===== src/rtl/dfu_pkg.sv =====
// Shared types for the hazard/forwarding unit: EX operand select codes and stall FSM states.
package dfu_pkg;

  typedef logic [1:0] fwd_sel_t;

  localparam fwd_sel_t FWD_REG = 2'b00;
  localparam fwd_sel_t FWD_MEM = 2'b01;
  localparam fwd_sel_t FWD_WB  = 2'b10;

  typedef enum logic [0:0] {
    IDLE  = 1'b0,
    STALL = 1'b1
  } state_t;

endpackage


===== src/rtl/dfu_operand_match.sv =====
// One EX source operand against the MEM and WB destinations; MEM is younger so it wins.
module dfu_operand_match
  import dfu_pkg::*;
#(
  parameter int REG_ADDR_WIDTH = 5
) (
  input  logic [REG_ADDR_WIDTH-1:0] i_src,
  input  logic                      i_used,
  input  logic                      i_mem_we,
  input  logic [REG_ADDR_WIDTH-1:0] i_mem_rd,
  input  logic                      i_wb_we,
  input  logic [REG_ADDR_WIDTH-1:0] i_wb_rd,
  output fwd_sel_t                  o_sel
);

  logic w_live;

  // $0 is hardwired to zero, so it never needs a bypass.
  assign w_live = i_used & (i_src != {REG_ADDR_WIDTH{1'b0}});

  always_comb begin
    o_sel = FWD_REG;
    if (w_live && i_mem_we && (i_mem_rd == i_src)) begin
      o_sel = FWD_MEM;
    end else if (w_live && i_wb_we && (i_wb_rd == i_src)) begin
      o_sel = FWD_WB;
    end else begin
      o_sel = FWD_REG;
    end
  end

endmodule


===== src/rtl/hazard_forwarding_unit.sv =====
// EX forwarding selects plus load-use stall FSM for the 5-stage pipeline.
// Optional stall-cycle counter enabled by defining DFU_STALL_CNT_EN.
module hazard_forwarding_unit
  import dfu_pkg::*;
#(
  parameter int REG_ADDR_WIDTH = 5,
  parameter int NUM_SRC        = 2,
  parameter int LOAD_LAT       = 1
`ifdef DFU_STALL_CNT_EN
  ,
  parameter int CNT_WIDTH      = 32
`endif
) (
  input  logic                              clk,
  input  logic                              rst,
  input  logic                              id_valid,
  input  logic [NUM_SRC*REG_ADDR_WIDTH-1:0] id_src,
  input  logic [NUM_SRC-1:0]                id_src_used,
  input  logic                              id_writeReg,
  input  logic [REG_ADDR_WIDTH-1:0]         id_regToWrite,
  input  logic                              id_isLoad,
  input  logic                              flush,
  input  logic                              mem_writeReg,
  input  logic [REG_ADDR_WIDTH-1:0]         mem_regToWrite,
  input  logic                              wb_writeReg,
  input  logic [REG_ADDR_WIDTH-1:0]         wb_regToWrite,
  output logic [NUM_SRC*2-1:0]              fwd_sel,
  output logic                              stall,
  output logic                              bubble
`ifdef DFU_STALL_CNT_EN
  ,
  output logic [CNT_WIDTH-1:0]              stall_cnt
`endif
);

  localparam int RAW = REG_ADDR_WIDTH;
  localparam int CW  = $clog2(LOAD_LAT + 1);

  if (LOAD_LAT < 1) begin : g_bad_load_lat
    $error("hazard_forwarding_unit: LOAD_LAT must be >= 1");
  end

  state_t                     r_state;
  logic [CW-1:0]              r_cnt;
  logic [NUM_SRC*RAW-1:0]     r_ex_src;
  logic [NUM_SRC-1:0]         r_ex_src_used;
  logic                       r_ex_writeReg;
  logic [RAW-1:0]             r_ex_regToWrite;
  logic                       r_ex_isLoad;
  logic                       w_hit;
  logic                       w_stall;

  for (genvar g = 0; g < NUM_SRC; g++) begin : g_op
    fwd_sel_t w_sel;
    dfu_operand_match #(.REG_ADDR_WIDTH(RAW)) u_match (
      .i_src    (r_ex_src[g*RAW +: RAW]),
      .i_used   (r_ex_src_used[g]),
      .i_mem_we (mem_writeReg),
      .i_mem_rd (mem_regToWrite),
      .i_wb_we  (wb_writeReg),
      .i_wb_rd  (wb_regToWrite),
      .o_sel    (w_sel)
    );
    assign fwd_sel[g*2 +: 2] = w_sel;
  end

  always_comb begin
    w_hit = 1'b0;
    for (int i = 0; i < NUM_SRC; i++) begin
      w_hit = w_hit | (id_valid & id_src_used[i] & r_ex_isLoad & r_ex_writeReg &
                       (r_ex_regToWrite == id_src[i*RAW +: RAW]) &
                       (id_src[i*RAW +: RAW] != {RAW{1'b0}}));
    end
  end

  // A redirect kills the dependent instruction, so flush overrides any stall.
  always_comb begin
    w_stall = 1'b0;
    if (flush) begin
      w_stall = 1'b0;
    end else begin
      case (r_state)
        IDLE:    w_stall = w_hit;
        STALL:   w_stall = 1'b1;
        default: w_stall = 1'b0;
      endcase
    end
  end

  assign stall  = w_stall;
  assign bubble = w_stall;

  always_ff @(posedge clk) begin
    if (rst || flush) begin
      r_state <= IDLE;
      r_cnt   <= {CW{1'b0}};
    end else begin
      case (r_state)
        IDLE: begin
          if (w_hit && (LOAD_LAT > 1)) begin
            r_state <= STALL;
            r_cnt   <= CW'(LOAD_LAT - 1);
          end else begin
            r_state <= IDLE;
            r_cnt   <= {CW{1'b0}};
          end
        end
        STALL: begin
          if (r_cnt <= CW'(1)) begin
            r_state <= IDLE;
            r_cnt   <= {CW{1'b0}};
          end else begin
            r_state <= STALL;
            r_cnt   <= r_cnt - CW'(1);
          end
        end
        default: begin
          r_state <= IDLE;
          r_cnt   <= {CW{1'b0}};
        end
      endcase
    end
  end

  // Shadow of ID/EX: a bubble or squash leaves EX holding an invalid slot.
  always_ff @(posedge clk) begin
    if (rst || flush || w_stall || !id_valid) begin
      r_ex_src        <= {(NUM_SRC*RAW){1'b0}};
      r_ex_src_used   <= {NUM_SRC{1'b0}};
      r_ex_writeReg   <= 1'b0;
      r_ex_regToWrite <= {RAW{1'b0}};
      r_ex_isLoad     <= 1'b0;
    end else begin
      r_ex_src        <= id_src;
      r_ex_src_used   <= id_src_used;
      r_ex_writeReg   <= id_writeReg;
      r_ex_regToWrite <= id_regToWrite;
      r_ex_isLoad     <= id_isLoad;
    end
  end

`ifdef DFU_STALL_CNT_EN
  logic [CNT_WIDTH-1:0] r_stall_cnt;

  always_ff @(posedge clk) begin
    if (rst) begin
      r_stall_cnt <= {CNT_WIDTH{1'b0}};
    end else if (w_stall && (r_stall_cnt != {CNT_WIDTH{1'b1}})) begin
      r_stall_cnt <= r_stall_cnt + CNT_WIDTH'(1);
    end else begin
      r_stall_cnt <= r_stall_cnt;
    end
  end

  assign stall_cnt = r_stall_cnt;
`endif

endmodule

===== config.mk =====
export PLATFORM = sky130hd
export DESIGN_NAME = hazard_forwarding_unit
export DESIGN_NICKNAME = d
export VERILOG_FILES = /design/src/rtl/dfu_pkg.sv /design/src/rtl/dfu_operand_match.sv /design/src/rtl/hazard_forwarding_unit.sv
export SDC_FILE = /design/constraint.sdc
export NUM_CORES = 1
export LEC_CHECK = 0
export ABC_CLOCK_PERIOD_IN_PS = 3550
export CORE_MARGIN = 3
export CORE_UTILIZATION = 47
export CTS_CLUSTER_DIAMETER = 50
export CTS_CLUSTER_SIZE = 12
export DETAILED_ROUTE_END_ITERATION = 10
export PLACE_DENSITY = 0.85
export REMOVE_ABC_BUFFERS = 1
export SLEW_MARGIN = 20
export SYNTH_ARGS = -nofsm -noshare
export SYNTH_HDL_FRONTEND = slang
export SYNTH_SLANG_ARGS = --single-unit

===== constraint.sdc =====
create_clock -name clk -period 3.55 [get_ports clk]
set_clock_uncertainty 0.1 [all_clocks]
set_input_delay 0.5325 -clock clk [delete_from_list [all_inputs] [get_ports clk]]
set_output_delay 0.5325 -clock clk [all_outputs]
set_load 0.1 [all_outputs]

# After elaboration in Yosys (flattened, before gate mapping)
# Index checks and enable logic that the tools add are counted.
[word_totals] regBits=21 word_cells=55 input_bits=35
[op_classes] add_sub_neg=1 eq_ne=6 reduce_logical=16 n_bitwise=14 magnitude_cmp=1 n_mux=10
[ops] op="$eq A5 B5 Y1" n=6
[ops] op="$reduce_bool A5 Y1" n=4
[ops] op="$and A1 B1 Y1" n=12
[ops] op="$logic_and A1 B1 Y1" n=8
[ops] op="$mux W2" n=4
[ops] op="$pmux W1 S2" n=3
[ops] op="$logic_or A1 B1 Y1" n=3
[ops] op="$mux W1" n=3
[ops] op="$le A1 B1 Y1 const B" n=1
[ops] op="$logic_not A1 Y1" n=1
[ops] op="$not A1 Y1" n=1
[ops] op="$or A1 B1 Y1" n=1
[ops] op="$sub A1 B1 Y1 const B" n=1

# Longest topological paths before layout
# Gate-level depths: netlist of the first run.
[logic_depth] ltp_word=10 ltp_mapped=6

# By module
# From an unflattened synthesis of the first run, not the netlist that was laid out.
[unflattened] hier_cells=105 area_unflattened_um2=1016.0
[by_module_without_submodules] module="hazard_forwarding_unit" n_inst=1 seq_area_each_um2=380.4 area_per_inst_um2=725.7 cells_each=69
[by_module_without_submodules] module="dfu_operand_match" n_inst=2 seq_area_each_um2=0.0 area_per_inst_um2=145.1 cells_each=18

# Worst setup path before layout of the first run
# Ideal clock, no wire load.
[synth_timing] path_kind="input to output" startpoint="input port mem_regToWrite[1]" endpoint="output port fwd_sel[3]" slack_ps=-1392 required_time_ps=2917 cell_stages=4 arrival_ps=4310 path_buffers=0 path_cell_list="xnor2_1 > nand4_1 > nor3_1 > nor3_1"
[synth_via] elab_chain_cells=3
[synth_rtl] item="from (decl)" line_no="hazard_forwarding_unit.sv:24" rtl="input logic [REG_ADDR_WIDTH-1:0] mem_regToWrite,"
[synth_rtl] item="$eq A5 B5 Y1" line_no="dfu_operand_match.sv:23" rtl="if (w_live && i_mem_we && (i_mem_rd == i_src)) begin"
[synth_rtl] item="$logic_and A1 B1 Y1" line_no="dfu_operand_match.sv:23"
[synth_rtl] item="$mux W2" line_no="dfu_operand_match.sv:23"
[synth_rtl] item="to (decl)" line_no="hazard_forwarding_unit.sv:27" rtl="output logic [NUM_SRC*2-1:0] fwd_sel,"
# Every way passes these cells.

# Worst setup path after layout of the first run
[layout_timing] startpoint="input port id_src[5]" endpoint="output port bubble"
[layout_via] elab_chain_cells=6 elab_cells_between_ends=7 cone_classes="1 x eq/ne; 2 x mux; 3 x bitwise; 1 x reduce/logical"
[layout_rtl] item="from (decl)" line_no="hazard_forwarding_unit.sv:17" rtl="input logic [NUM_SRC*REG_ADDR_WIDTH-1:0] id_src,"
[layout_rtl] item="$eq A5 B5 Y1" line_no="hazard_forwarding_unit.sv:71" rtl="(r_ex_regToWrite == id_src[i*RAW +: RAW]) &"
[layout_rtl] item="$and A1 B1 Y1" line_no="hazard_forwarding_unit.sv:70" rtl="w_hit = w_hit | (id_valid & id_src_used[i] & r_ex_isLoad & r_ex_writeReg &"
[layout_rtl] item="$and A1 B1 Y1 *" line_no="hazard_forwarding_unit.sv:71"
[layout_rtl] item="$or A1 B1 Y1 *" line_no="hazard_forwarding_unit.sv:70"
[layout_rtl] item="$pmux W1 S2 *" line_no="hazard_forwarding_unit.sv:82" rtl="case (r_state)"
[layout_rtl] item="$mux W1 *" line_no="hazard_forwarding_unit.sv:79" rtl="if (flush) begin"
[layout_rtl] item="to (decl)" line_no="hazard_forwarding_unit.sv:29" rtl="output logic bubble"
# Mark *: on every way between the ends. The rest lies on a longest branch, timed or not.

==> reports/qor.yml, run 1 <==
die_y_um: 55.3
synth_top_area_share_pct: 33.3
yosys_warnings: 0
p_clk_share_pct: 25.6
detail_route.vias_per_cell: 5.25
fp-row-count: 17
cts_setup_buffers: 0
r2r_end: "r_ex_writeReg"
drive_gt1_share_pct: 21.6
synth_area_leaders: "dfxtp_1, nor3_2, xnor2_1"
p_comb_share_pct: 21.0
r2r_slack_ps: 1800
cts_max_level: 1
place.gp.congestion: 0.958
antenna_found_initial: 0
design.die.area_mm2: 0.00306
n_antenna_cell: 0
num_vias: 998
synth.distinct_cells: 23
grt_overflow: 0
whs_ps: 676
cts_buffers: 3
drt_pass1_iterations: 4
min_to: "r_ex_regToWrite[1]"
crit_fanout: 3
initial_core_util_pct: 50.7
io_buffers: 40
postCtsHoldBufs: 0
critPathArrivalTime_ps: 2270
first_iter_violations: 9
path_clk_slew_ps: 110
r2r_start: "r_ex_regToWrite[1]"
chipWidth_um: 55.3
avgSynthCellArea_um2: 9.37
finalCritPeriodShare_pct: 81.7
wire_per_inst_um: 13.8
route.detailed.drc: 0
drv_slew: 0
p_leak_nw: 0.644
rr_worst_depth: 5
hold_viol_final: 0
hold_depth: 3
setup_viol: 0
maxCapViolCount: 0
track_usage_pct: 17.3
ant_nets: 0
clk_latency_ps: 290
cts_root_buf: "clkbuf_4"
status: "finished, final reports clean"
p_int_w: 0.000317
num-fill-cells: 178
crit_path_start_kind: "input port"
cp_data_required_time_ps: 2920
critical_path_class: "in -> out"
grt_pass1_wl_um: 4310
post-place-cells: 186
swShare_pct: 24.4
period_minus_slack_ps: 2900
areaGrowthSynthToFinish_pct: 40.2
switchingPower_w: 0.000102
relSlewSlack_pct: 31.9
coreArea_mm2: 0.00225
cts_resized: 0
cts_buffer_depth: 2
fmax_mhz: 345
powerDensity_mw_per_mm2: 262
cts_tree: "built"
min_from: "id_regToWrite[1]"
synth_seq_cells: 19
end_kind: "output pin"
yosys.area.top_type: "dfxtp_1"
vdd_ir_drop_max_uv: 215
clock_sinks: 19
worst_pin_slew_ps: 1020
synth_cells: 122
rsz0062_at_grt: "no"
dp_hpwl_um: 2170
power_frac_seq_pct: 53.4
wl_um: 2630
ys_seq_area_share_pct: 33.3
grt_max_degree: 20
io_pins: 41
hp-class: "in -> reg"
grt_pass1_vias: 1039
nNetsFinal: 198
final_cell_count_no_fill: 190
netlist_area_mm2: 0.00114
## logic make-up (layout without fill, tap and decap cells)
family,count (synthesis),in the layout,share of synthesized area (%)
buffers and inverters,9,49,5.25
AOI/OAI and AO/OA,8,8,6.13
DFF,19,19,33.3
and+or+nand+nor,58,58,33.9
xor gates and xnor gates,28,28,21.4
## layout make-up
cell class / instances / area, um^2 / share of cell area, %
Clock buffer: 4 / 26.3 / 1.64
Sequential cell: 19 / 380 / 23.7
Inverter: 3 / 11.3 / 0.703
Timing Repair Buffer: 42 / 425 / 26.5
Multi-Input combinational cell: 94 / 724 / 45.2
Tap cell: 28 / 35.0 / 2.19
## worst max-delay path by stage
stage	from	end	slack (ps)	cells after the start
2_1_floorplan	mem_regToWrite[1]	fwd_sel[3]	-1390	4
3_3_place_gp	id_src[0]	bubble	660	6
3_5_place_dp	id_src[5]	bubble	660	6
4_1_cts	id_src[5]	bubble	640	6
5_1_grt	id_src[5]	bubble	550	5
6_report	id_src[5]	bubble	650	6
## registers in the layout, summed over array words and instances, names as in the netlist
signal           cells
r_ex_regToWrite      5
r_ex_src            10
r_ex_src_used        2
r_ex_isLoad          1
r_ex_writeReg        1
## layout by cell type (no fill, tap or decap), drive strengths merged
cell type / netlist / final
clkdlybuf4s50: 0 / 34
nand2: 23 / 23
nor3: 23 / 23
xnor2: 20 / 20
dfxtp: 19 / 19
xor2: 8 / 8
buf: 5 / 8
clkbuf: 1 / 4
inv: 3 / 3
nand3: 3 / 3
or4: 3 / 3
nor4: 3 / 3
o2111ai: 2 / 2
o21ai: 2 / 2
nand4: 2 / 2
a21oi: 1 / 1
o41ai: 1 / 1
a2111oi: 1 / 1
o21ba: 1 / 1
nor3b: 1 / 1
## synth_stat cells
cell type,n
or4_4,1
or4_1,2
buf_6,2
nor4_2,1
nor3_2,19
nor3b_2,1
nand3_1,3
xnor2_1,20
nor4_1,2
o21ai_1,2
xor2_1,8
o21ba_1,1
inv_1,3
a21oi_2,1
buf_4,3
nand4_1,2
a2111oi_2,1
clkbuf_1,1
nand2_1,23
o2111ai_1,2
dfxtp_1,19
nor3_1,4
o41ai_1,1
## power by group through the flow
stage / combinational, W / sequential, W / clock [W]
6_report: 0.0000881 / 0.000224 / 0.000107
5_1_grt: 0.0000957 / 0.000224 / 0.000114
4_1_cts: 0.0000887 / 0.000224 / 0.000107
3_5_place_dp: 0.0000881 / 0.000229 / 0
3_3_place_gp: 0.0000850 / 0.000229 / 0
2_1_floorplan: 0.0000347 / 0.000228 / 0
## metal layers
metal / vias up / share of wire [%] / GRT usage [%]
li1: 499 / - / -
met1: 462 / 36 / 16.8
met2: 37 / 57 / 36.7
met3: 0 / 6.8 / 3.27
met4: 0 / 0 / 3.13
met5: - / 0 / 0
## critical path: stages
cell	delay (ps)
clkdlybuf4s50_1	540
xnor2_1	150
o2111ai_1	180
a2111oi_4	360
o21ba_1	280
buf_12	210
## metrics by stage
stage | total power, W | setup slack (ps) | TNS, ps | utilization, % | cell area [um^2]
2_1_floorplan | 0.000262 | -1390 | -5260 | - | 1090
5_1_grt | 0.000434 | 548 | 0 | 71.1 | 1600
3_3_place_gp | 0.000313 | 662 | 0 | 69.9 | 1580
4_1_cts | 0.000419 | 641 | 0 | 71.1 | 1600
6_report | 0.000419 | 650 | 0 | 71.1 | 1600
3_5_place_dp | 0.000317 | 658 | 0 | 69.9 | 1580
No activity file was read; power rests on OpenSTA's default activity.
==> run 2: changes to the inputs <==
- ABC_CLOCK_PERIOD_IN_PS: 3550 -> 2600
- CORE_ASPECT_RATIO: default -> 2
- CORE_UTILIZATION: 47 -> 40
- PLACE_DENSITY: 0.85 -> 0.78
- clock period: 3.55 -> 2.6 ns (I/O delays scaled with it)
==> run 2 against run 1 <==
  * Cell count increased by 2.6%
  * Largest power group unchanged
  * Utilization decreased by 5.7 points
  * Combinational power increased by 45%
  * Sequential share of layout area decreased by 1.7 points
  * Global-route usage increased by 1.3 points
  * Sequential cell count unchanged
  * Wire length increased by 18%
  * Setup slack got worse by 610 ps
  * Worst hold slack got worse by 100 ps
  * Die area increased by 17%
  * First-iteration DRC count increased to 4.7 times the previous value
  * Critical path depth unchanged
==> reports/qor.yml, run 2 (same netlist as run 1, synthesis figures left out) <==
cts_buffer_depth: 2  # unchanged
crit_path_start_kind: "input port"
design.die.area_mm2: 0.00358  # +17%
ant_nets: 0  # unchanged
hp-class: "in -> reg"
fmax_mhz: 391
path_buf_inv: 2  # unchanged
hold_viol_final: 0  # unchanged
post-route-util_pct: 65.4  # -5.7 points
cts_max_level: 1  # unchanged
clk_latency_ps: 260  # -30 ps
n_antenna_cell: 0  # unchanged
coreArea_mm2: 0.00264  # +17%
cp_data_required_time_ps: 2110  # -810 ps
top_register: "r_ex_src"
die_y_um: 81.6  # +48%
rr_worst_depth: 5  # unchanged
critPathArrivalTime_ps: 2070  # -200 ps
cts_tree: "built"
postCtsHoldBufs: 0  # unchanged
wire_per_inst_um: 15.9  # +15%
cts_setup_buffers: 0  # unchanged
cts_root_buf: "clkbuf_8"
drv_slew: 0  # unchanged
cp_top_family: "simple AND/OR/NAND/NOR gates"
initial_core_util_pct: 43.4  # -7.3 points
grt_max_degree: 20  # unchanged
worst_pin_slew_ps: 392  # -625 ps
wl_um: 3110  # +18%
io_buffers: 40  # unchanged
finalCritPeriodShare_pct: 98.3
route.detailed.drc: 0  # unchanged
crit_cells: 6  # unchanged
period_minus_slack_ps: 2560
maxCapViolCount: 0  # unchanged
antenna_found_initial: 0  # unchanged
critical_path_class: "in -> out"
whs_ps: 573  # -103 ps
status: "finished, final reports clean"
chipWidth_um: 43.8  # -21%
finalPower_w: 0.000635  # +51%
rsz0062_at_grt: "no"
areaGrowthSynthToFinish_pct: 50.8
mostFrequentLayoutCells: "clkdlybuf4s50_1, nand2_1, xnor2_1, nor3_2, dfxtp_1"
grt_pass1_vias: 1205  # +16%
power_frac_seq_pct: 48.2  # -5.2 points
num-fill-cells: 207  # +16%
final_common_cell: "clkdlybuf4s50_1"
detail_route.vias_per_cell: 5.54  # +5.4%
grt_pass1_wl_um: 5150  # +20%
first_iter_violations: 42  # +33
p_comb_share_pct: 20.2  # -0.8 points
crit_chain: "clkdlybuf4s50_1, or4_4, a21oi_2, nor4_4, o21ba_4, buf_12"
io_pins: 41  # unchanged
largest_reg_flops: 10  # unchanged
place.gp.congestion: 0.846  # -12%
p_clk_share_pct: 31.5  # +5.9 points
clock_sinks: 19  # unchanged
grt_overflow: 0  # unchanged
fp-row-count: 26  # +9
powerDensity_mw_per_mm2: 368  # +41%
swShare_pct: 23.9  # -0.51 points
tns_ps: 0  # unchanged
switchingPower_w: 0.000152  # +48%
end_kind: "output pin"
p_leak_nw: 0.688  # +6.8%
reg_top3: "r_ex_src: 10 flops, r_ex_regToWrite: 5 flops, r_ex_src_used: 2 flops"
setup_viol: 0  # unchanged
drt_pass1_iterations: 4  # unchanged
crit_fanout: 2  # -1
hold_depth: 3  # unchanged
crit_path_max_incr_delay_ps: 550  # about the same
dp_hpwl_um: 2530  # +16%
crit_slowest_cell: "or4_4"
track_usage_pct: 18.6  # +1.3 points
vdd_ir_drop_max_uv: 319  # +48%
drive_gt1_share_pct: 25.7  # +4.1 points
p_int_w: 0.000483  # +52%
nNetsFinal: 203  # +2.5%
path_clk_slew_ps: 70  # -40 ps
cts_buffers: 3  # unchanged
num_vias: 1080  # +8.2%
relSlewSlack_pct: 73.6  # +42 points
run 2: cell count changes in the layout (fill, tap and decap cells not counted), sizes merged:
cell | previous run | this run
clkinv | 0 | 1
buf | 8 | 13
clkbuf | 4 | 3
run 2: per-stage QoR:
| stage | worst slack [ps] | std cells | area (um^2) |
|---|---|---|---|
| after floorplan | -2060 | 116 | 1090 |
| after global placement | 47.5 | 191 | 1660 |
| after detailed placement | 14.7 | 191 | 1660 |
| after CTS | 25.5 | 195 | 1710 |
| after global routing | 5.65 | 195 | 1720 |
| final | 43.0 | 195 | 1720 |
run 2: area by class of cell:
cell class                      instances  area, um^2  share of cell area [%]
Inverter                                3        11.3                   0.653
Multi-Input combinational cell         94         738                    42.8
Sequential cell                        19         380                    22.1
Timing Repair Buffer                   47         513                    29.8
Tap cell                               28        35.0                    2.03
Clock buffer                            3        41.3                    2.39
Clock inverter                          1        5.00                   0.290
run 2: what timing repair did:
action	CTS	global route
pin swaps	0	1
endpoints found under the setup margin	2	2
resized for setup	1	2
run 2: power groups by stage:
stage	clock [W]	sequential (W)	combinational, W
6_report	0.000200	0.000306	0.000128
5_1_grt	0.000215	0.000307	0.000137
4_1_cts	0.000202	0.000306	0.000126
3_5_place_dp	0	0.000313	0.000125
3_3_place_gp	0	0.000312	0.000120
2_1_floorplan	0	0.000311	0.0000473
run 2: worst paths after layout:
path | end | slack [ps] | startpoint
max | bubble | 40 | id_src[0]
min | r_ex_regToWrite[0] | 570 | id_regToWrite[0]
max reg2reg | r_ex_src[3] | 830 | r_ex_regToWrite[1]
min reg2reg | r_ex_src[1] | 900 | r_ex_writeReg
run 2: worst min-delay path, stage by stage:
cell,delay (ps)
clkdlybuf4s50_1,400
nand2_1,70
nor3_2,30
run 2: routing by layer:
layer / track usage [%] / routed length (um)
met2: 38.5 / 1800
met3: 1.54 / 191
met4: 7.85 / 93
met5: 0 / 0
met1: 17.2 / 1030
